## src/rtl/spi_master_arbiter.sv

```systemverilog
// Purpose : arbitrates two byte-stream requesters onto one SPI master engine,
//           with per-requester chip-select locking and a fixed CS-high gap
//           between ownerships.
// Latency : req_valid in IDLE -> spi_start in the 3rd cycle (IDLE, SETUP, OWN);
//           spi_done -> req_rvalid on the following cycle.
// Backpressure: req_valid is held until the req_ready pulse; a non-owner waits
//           for the current owner to release (lock and valid low) or time out.
// Ports   : core_clk/core_rst (async, active-high); req_lock/req_valid/
//           req_wdata0/req_wdata1 in; req_ready/req_rvalid/req_rdata/req_grant
//           out; spi_start/spi_txdata out, spi_done/spi_rxdata in to/from the
//           engine; spi_cs_n chip select; arb_timeout forced-release pulse.
// Option  : define SPI_ARB_TIMEOUT_EN to force release of an owner that sits
//           idle in OWN for TIMEOUT cycles.
module spi_master_arbiter #(
  parameter int TIMEOUT = 1023,
  parameter int CS_GAP  = 2
) (
  input  logic       core_clk,
  input  logic       core_rst,
  input  logic [1:0] req_lock,
  input  logic [1:0] req_valid,
  input  logic [7:0] req_wdata0,
  input  logic [7:0] req_wdata1,
  output logic [1:0] req_ready,
  output logic [1:0] req_rvalid,
  output logic [7:0] req_rdata,
  output logic [1:0] req_grant,
  output logic       spi_start,
  output logic [7:0] spi_txdata,
  input  logic       spi_done,
  input  logic [7:0] spi_rxdata,
  output logic       spi_cs_n,
  output logic       arb_timeout
);

  typedef enum logic [2:0] {IDLE, SETUP, OWN, XFER, GAP} state_t;

  state_t     state, state_nxt;
  logic       owner, owner_nxt;
  logic       last_grant;
  logic [3:0] gap_cnt;
  logic [1:0] eligible;
  logic       own_valid;
  logic       own_lock;
  logic [7:0] own_wdata;
  logic [1:0] own_onehot;
  logic       owned;
  logic       timeout_hit;

  assign eligible   = req_lock | req_valid;
  assign own_valid  = owner ? req_valid[1] : req_valid[0];
  assign own_lock   = owner ? req_lock[1]  : req_lock[0];
  assign own_wdata  = owner ? req_wdata1   : req_wdata0;
  assign own_onehot = owner ? 2'b10        : 2'b01;

  // Chip select and grant are live from SETUP through the last XFER.
  assign owned     = (state == SETUP) || (state == OWN) || (state == XFER);
  assign req_grant = owned ? own_onehot : 2'b00;
  assign spi_cs_n  = ~owned;

`ifdef SPI_ARB_TIMEOUT_EN
  localparam int TW = $clog2(TIMEOUT + 1);
  logic [TW-1:0] to_cnt;

  // Counts idle OWN cycles; a launched byte restarts the count, XFER holds it.
  always_ff @(posedge core_clk or posedge core_rst) begin
    if (core_rst) begin
      to_cnt <= '0;
    end else if (state == OWN) begin
      to_cnt <= own_valid ? '0 : to_cnt + 1'b1;
    end else if (state != XFER) begin
      to_cnt <= '0;
    end
  end

  // Fires on the TIMEOUT-th consecutive idle OWN cycle of a locked owner.
  assign timeout_hit = (state == OWN) && !own_valid && own_lock &&
                       (to_cnt == TW'(TIMEOUT - 1));
`else
  logic unused_timeout;
  assign unused_timeout = (TIMEOUT < 0);
  assign timeout_hit    = 1'b0;
`endif

  always_comb begin
    state_nxt   = state;
    owner_nxt   = owner;
    spi_start   = 1'b0;
    spi_txdata  = 8'h00;
    req_ready   = 2'b00;
    arb_timeout = 1'b0;
    case (state)
      IDLE: begin
        if (eligible == 2'b11) begin
          // Tie: the requester that did not own the bus last goes first.
          owner_nxt = ~last_grant;
          state_nxt = SETUP;
        end else if (eligible[0]) begin
          owner_nxt = 1'b0;
          state_nxt = SETUP;
        end else if (eligible[1]) begin
          owner_nxt = 1'b1;
          state_nxt = SETUP;
        end
      end
      SETUP: state_nxt = OWN;
      OWN: begin
        if (own_valid) begin
          spi_start  = 1'b1;
          spi_txdata = own_wdata;
          req_ready  = own_onehot;
          state_nxt  = XFER;
        end else if (timeout_hit) begin
          arb_timeout = 1'b1;
          state_nxt   = GAP;
        end else if (!own_lock) begin
          state_nxt = GAP;
        end
      end
      XFER: begin
        if (spi_done) state_nxt = OWN;
      end
      GAP: begin
        if (gap_cnt == 4'(CS_GAP - 1)) state_nxt = IDLE;
      end
      default: state_nxt = IDLE;
    endcase
  end

  always_ff @(posedge core_clk or posedge core_rst) begin
    if (core_rst) begin
      state      <= IDLE;
      owner      <= 1'b0;
      last_grant <= 1'b1;
      gap_cnt    <= 4'd0;
      req_rdata  <= 8'h00;
      req_rvalid <= 2'b00;
    end else begin
      state      <= state_nxt;
      owner      <= owner_nxt;
      req_rvalid <= 2'b00;
      if (state == OWN && state_nxt == GAP) last_grant <= owner;
      gap_cnt <= (state == GAP) ? gap_cnt + 4'd1 : 4'd0;
      // spi_done is only meaningful while a byte is in flight.
      if (state == XFER && spi_done) begin
        req_rdata  <= spi_rxdata;
        req_rvalid <= own_onehot;
      end
    end
  end

endmodule

```

## config.mk

```make
export PLATFORM = sky130hd
export DESIGN_NAME = spi_master_arbiter
export DESIGN_NICKNAME = d
export VERILOG_FILES = /design/src/rtl/spi_master_arbiter.sv
export SDC_FILE = /design/constraint.sdc
export NUM_CORES = 1
export LEC_CHECK = 0
export CAP_MARGIN = 20
export CORE_AREA = 4 4 60 56
export DETAILED_ROUTE_END_ITERATION = 10
export DIE_AREA = 0 0 64 60
export PLACE_DENSITY = 0.72
export SYNTH_ARGS = -nofsm -noshare
export SYNTH_HDL_FRONTEND = slang
export SYNTH_SLANG_ARGS = --single-unit
```

## constraint.sdc

```tcl
create_clock -name core_clk -period 2.55 [get_ports core_clk]
set_clock_uncertainty 0.2 [all_clocks]
set_input_delay 0.6375 -clock core_clk [delete_from_list [all_inputs] [get_ports core_clk]]
set_output_delay 0.6375 -clock core_clk [all_outputs]
set_load 0.02 [all_outputs]
```

* Word-level counts from Yosys, hierarchy flattened
Index checks and enable logic that the tools add are counted.
Cells by class: add/subtract/negate cells 1, eq/ne operators 7, mux-type cells 24, bitwise operators 3, reductions and logical operators 7
Operators by type and width (number):
- 8-bit two-way mux | 3
- 3-bit two-way mux | 7
- 3-bit case mux with 5 select lines | 1
- 2-bit two-way mux | 5
- 1-bit two-way mux | 7
- 3-bit by 2-bit == test with 1-bit output (second input constant) | 2
- 3-bit == test (second input constant) | 2
- 4-bit by 1-bit adder with 4-bit output (second input constant) | 1
- 4-bit by 1-bit == test with 1-bit output (second input constant) | 1
- 4-bit two-way mux | 1
- 3-bit by 1-bit == test with 1-bit output (second input constant) | 1
- 3-bit zero test | 1
- 3-bit nonzero test | 1
- 2-bit == test (second input constant) | 1
- 1-bit logical AND | 2
- 1-bit logical OR | 2
- 1-bit inverter | 2
- 2-bit OR | 1
- 2-bit AND reduction | 1
Word-level totals: flip-flop bits (word level) 19, output and inout bits 25, logic and storage cells 48

* Longest topological paths before layout
depth in word-level cells 7, gate-level depth with buffers 5, gate-level depth less buffers 4

* Worst setup path after synthesis
OpenSTA, ideal clock, no wires.
path type register -> output, start point reg state[2], end point out spi_txdata[0], arrival 1.469 ns, data required time 1.712 ns, path slack 0.243 ns, cell stages (with the launch flop) 6, path through dfrtp_1 -> or3b_1 -> buf_2 -> a21o_1 -> buf_6 -> nor2_1
On the way: cells in the longest elaborated chain, start to end 2
RTL lines:
- start, declared | line 38 | state_t state, state_nxt;
- start signal, assigned | line 139 | state <= state_nxt;
- 3-bit by 2-bit == test with 1-bit output | line 92 | case (state)
- 8-bit two-way mux | line 92
- end, declared | line 29 | output logic [7:0] spi_txdata,
No other way between the ends.

* Worst setup path after layout
start point reg state[2], end point out spi_txdata[4]
Same word-level chain as after synthesis.

==> flow_summary.json <==
{
  "worstMarginPinSlew_ps": 688,
  "track_usage": 0.143,
  "critPathArrivalTime_ps": 1630,
  "cts_tree": "built",
  "finalPower_mw": 1.60,
  "grt_pass1_wl_mm": 4.21,
  "layout_worst_path_cycle_share": 0.967,
  "use_met3": 0.0451,
  "wl_mm": 2.53,
  "power_frac_seq": 0.292,
  "viasPerCell": 4.60,
  "cp_max_fo": 6,
  "cts-root-buf": "clkbuf_4",
  "netlist_area_um2": 972,
  "drt_iter0_markers": 29,
  "setup_viol": 0,
  "die_x_um": 64,
  "synth.yosys.seq_area_share": 0.490,
  "portBuffers": 54,
  "dr_total_vias": 901,
  "worstHoldPathCells": 1,
  "rsz0062_at_grt": "false",
  "dp.cells": 191,
  "powerDensity_mw_per_mm2": 988,
  "dp_slack_ps": -514,
  "critical_path_class": "reg -> out",
  "pwr-share-comb": 0.614,
  "slew_headroom": 0.541,
  "ys_warn_count": 0,
  "r2r_end": "state[0]",
  "mappedNetlistNets": 126,
  "rows": 18,
  "nets": 190,
  "cts_setup_buffers": 0,
  "die_y_um": 60,
  "r2r_cells": 4,
  "final_layout_size_suffix_gt1_frac": 0.256,
  "worst_slack_ps": 84.4,
  "ys_ff_latch": 19,
  "switchingPower_mw": 0.627,
  "fin_area_mm2": 0.00162,
  "antenna_cells": 0,
  "io_pins": 56,
  "grtUsageMet2": 0.255,
  "use_met1": 0.160,
  "peakVddDrop_mv": 0.522,
  "min-delay-start": "gap_cnt[0]",
  "synth.area.top_cells": "dfrtp_1 46%, mux2i_1 9.3%, mux2_2 9.3%, nor2_1 7.7%, dfstp_2 2.7%",
  "critPathCaptureType": "primary output",
  "status": "finished, final reports clean",
  "grt_start_max_net_pins": 20,
  "clock-sinks": 19,
  "yosysTopAreaCellShare": 0.463,
  "crit_required_ps": 1710,
  "swShare": 0.392,
  "min_to": "gap_cnt[0]",
  "intPower_mw": 0.971,
  "leakage_nw": 0.742,
  "die_area_mm2": 0.00384,
  "synth_cell_type_count": 30,
  "whs_ps": 301,
  "finalSetupTns_ps": 0,
  "grt_busiest_layer": "met2",
  "maxSlewViolCount": 0,
  "clkPwrFrac": 0.094,
  "clock_path_buffers": 2,
  "place.gp.congestion": 0.693,
  "grt_antenna_before_repair": 0,
  "finalHoldViolations": 0,
  "initial_utilization": 0.357,
  "numCtsBuffers": 3,
  "clk_pin_slew_ps": 100,
  "drc_errors": 0,
  "syn_avg_cell_area_um2": 10.5,
  "ant_nets": 0,
  "grt_pass1_vias": 964,
  "dp_hpwl_mm": 2.06,
  "synth_top_area_cell": "dfrtp_1",
  "cts_max_level": 1,
  "syn_inst": 93,
  "wl_per_cell_um": 12.9,
  "overflow": 0,
  "firstDrtPassIters": 4,
  "max_freq_ghz": 0.406,
  "rrSetupSlack_ps": 990,
  "drv_cap": 0,
  "n_fill_cell": 254,
  "fin_util": 0.594,
  "stdcell_count": 196,
  "hold_class": "reg -> reg",
  "core_area_mm2": 0.00273,
  "syn_to_final_growth_pct": 66.4,
  "start_kind": "flip-flop",
  "r2r-start": "state[2]",
  "hold_buffers": 0,
  "clk_latency_ps": 290,
  "placed_area_mm2": 0.00160,
  "min_period_ps": 2470
}
## registers in the layout, indices dropped and copies added (netlist names)
| signal | cells |
|---|---|
| state | 3 |
| req_rdata | 8 |
| gap_cnt | 4 |
| last_grant | 1 |
| owner | 1 |
| req_rvalid | 2 |
## worst max-delay path, cell delays in order, from the launching register on
cell and delay (ps):
dfrtp_1 430, or3b_4 410, a21o_4 220, nor2_1 120
buf_4 150
## area by class of cell
type	instances	area, um^2	share of cell area
clock buffer	3	22.5	0.0139
clock inverter	1	5.00	0.00309
inverter	4	15.0	0.00928
multi-input combinational	66	478	0.295
sequential	19	477	0.295
tap	40	50.0	0.0309
timing repair buffer	63	571	0.353
## how the worst max path moves through the flow
stage          slack (ps)          from             to  cells after the start
4_1_cts                -5  req_valid[1]  spi_txdata[3]                      5
6_report               80      state[2]  spi_txdata[4]                      4
3_5_place_dp         -510  req_valid[0]  spi_txdata[3]                      5
5_1_grt                 7      state[0]   req_grant[1]                      5
3_3_place_gp         -480  req_valid[1]  spi_txdata[4]                      5
2_1_floorplan         240      state[2]  spi_txdata[0]                      5
## cell usage after synthesis
cell type,n
a21o_1,1
a21oi_1,1
buf_1,1
buf_2,2
buf_4,1
buf_6,1
conb_1,1
dfrtp_1,18
dfstp_2,1
ha_1,2
inv_1,4
mux2_2,8
mux2i_1,9
nand2_1,3
nand2b_1,1
nand3_1,2
nand4b_1,1
nor2_1,20
nor3b_1,2
nor4_1,1
o211ai_1,1
o21ai_0,4
o21ba_2,1
o22ai_1,1
or2_2,1
or3_1,1
or3b_1,1
or4bb_1,1
xnor2_1,1
xor2_1,1
## power by group through the flow
stage | clock [mW] | combinational (mW) | sequential [mW]
CTS | 0.159 | 0.977 | 0.467
global route | 0.174 | 1.06 | 0.484
detailed placement | 0 | 0.997 | 0.471
global placement | 0 | 0.985 | 0.466
floorplan | 0 | 0.458 | 0.559
finish | 0.150 | 0.982 | 0.466
## timing repair
item | in CTS | in global routing
cloned | 1 | 0
pin swaps | 3 | 1
setup endpoints to repair | 14 | 8
gates resized for setup | 56 | 7
## cells by family (layout without fill, tap and decap cells)
group	after synthesis	after routing	share of synthesized area
simple gates	34	34	0.170
flops	19	19	0.490
mux	17	17	0.185
compound gates	9	10	0.0579
buf+inv	9	71	0.0489
fa+ha+maj	2	2	0.0257
xor+xnor	2	2	0.0180
other cells	1	1	0.00386
## metal layers
layer  up-vias  part of all wire
li1        440                 -
met1       422              0.39
met5         -                 0
met4         0             0.016
met2        33              0.53
met3         6             0.063
## cells in the final DEF, fill, tap and decap left out, types with 2 or more instances in the layout
master and n:
buf_4 17, clkbuf_4 3, inv_1 4, ha_1 2, nor3b_1 2, nand2_1 2
dfrtp_1 18, mux2_2 8, nor2_1 19, nand3_1 2, a21o_4 2, mux2i_1 9
clkdlybuf4s50_1 38, buf_2 3, o21ai_0 4, dlygate4sd2_1 4
(Power assumes the default switching activity.)
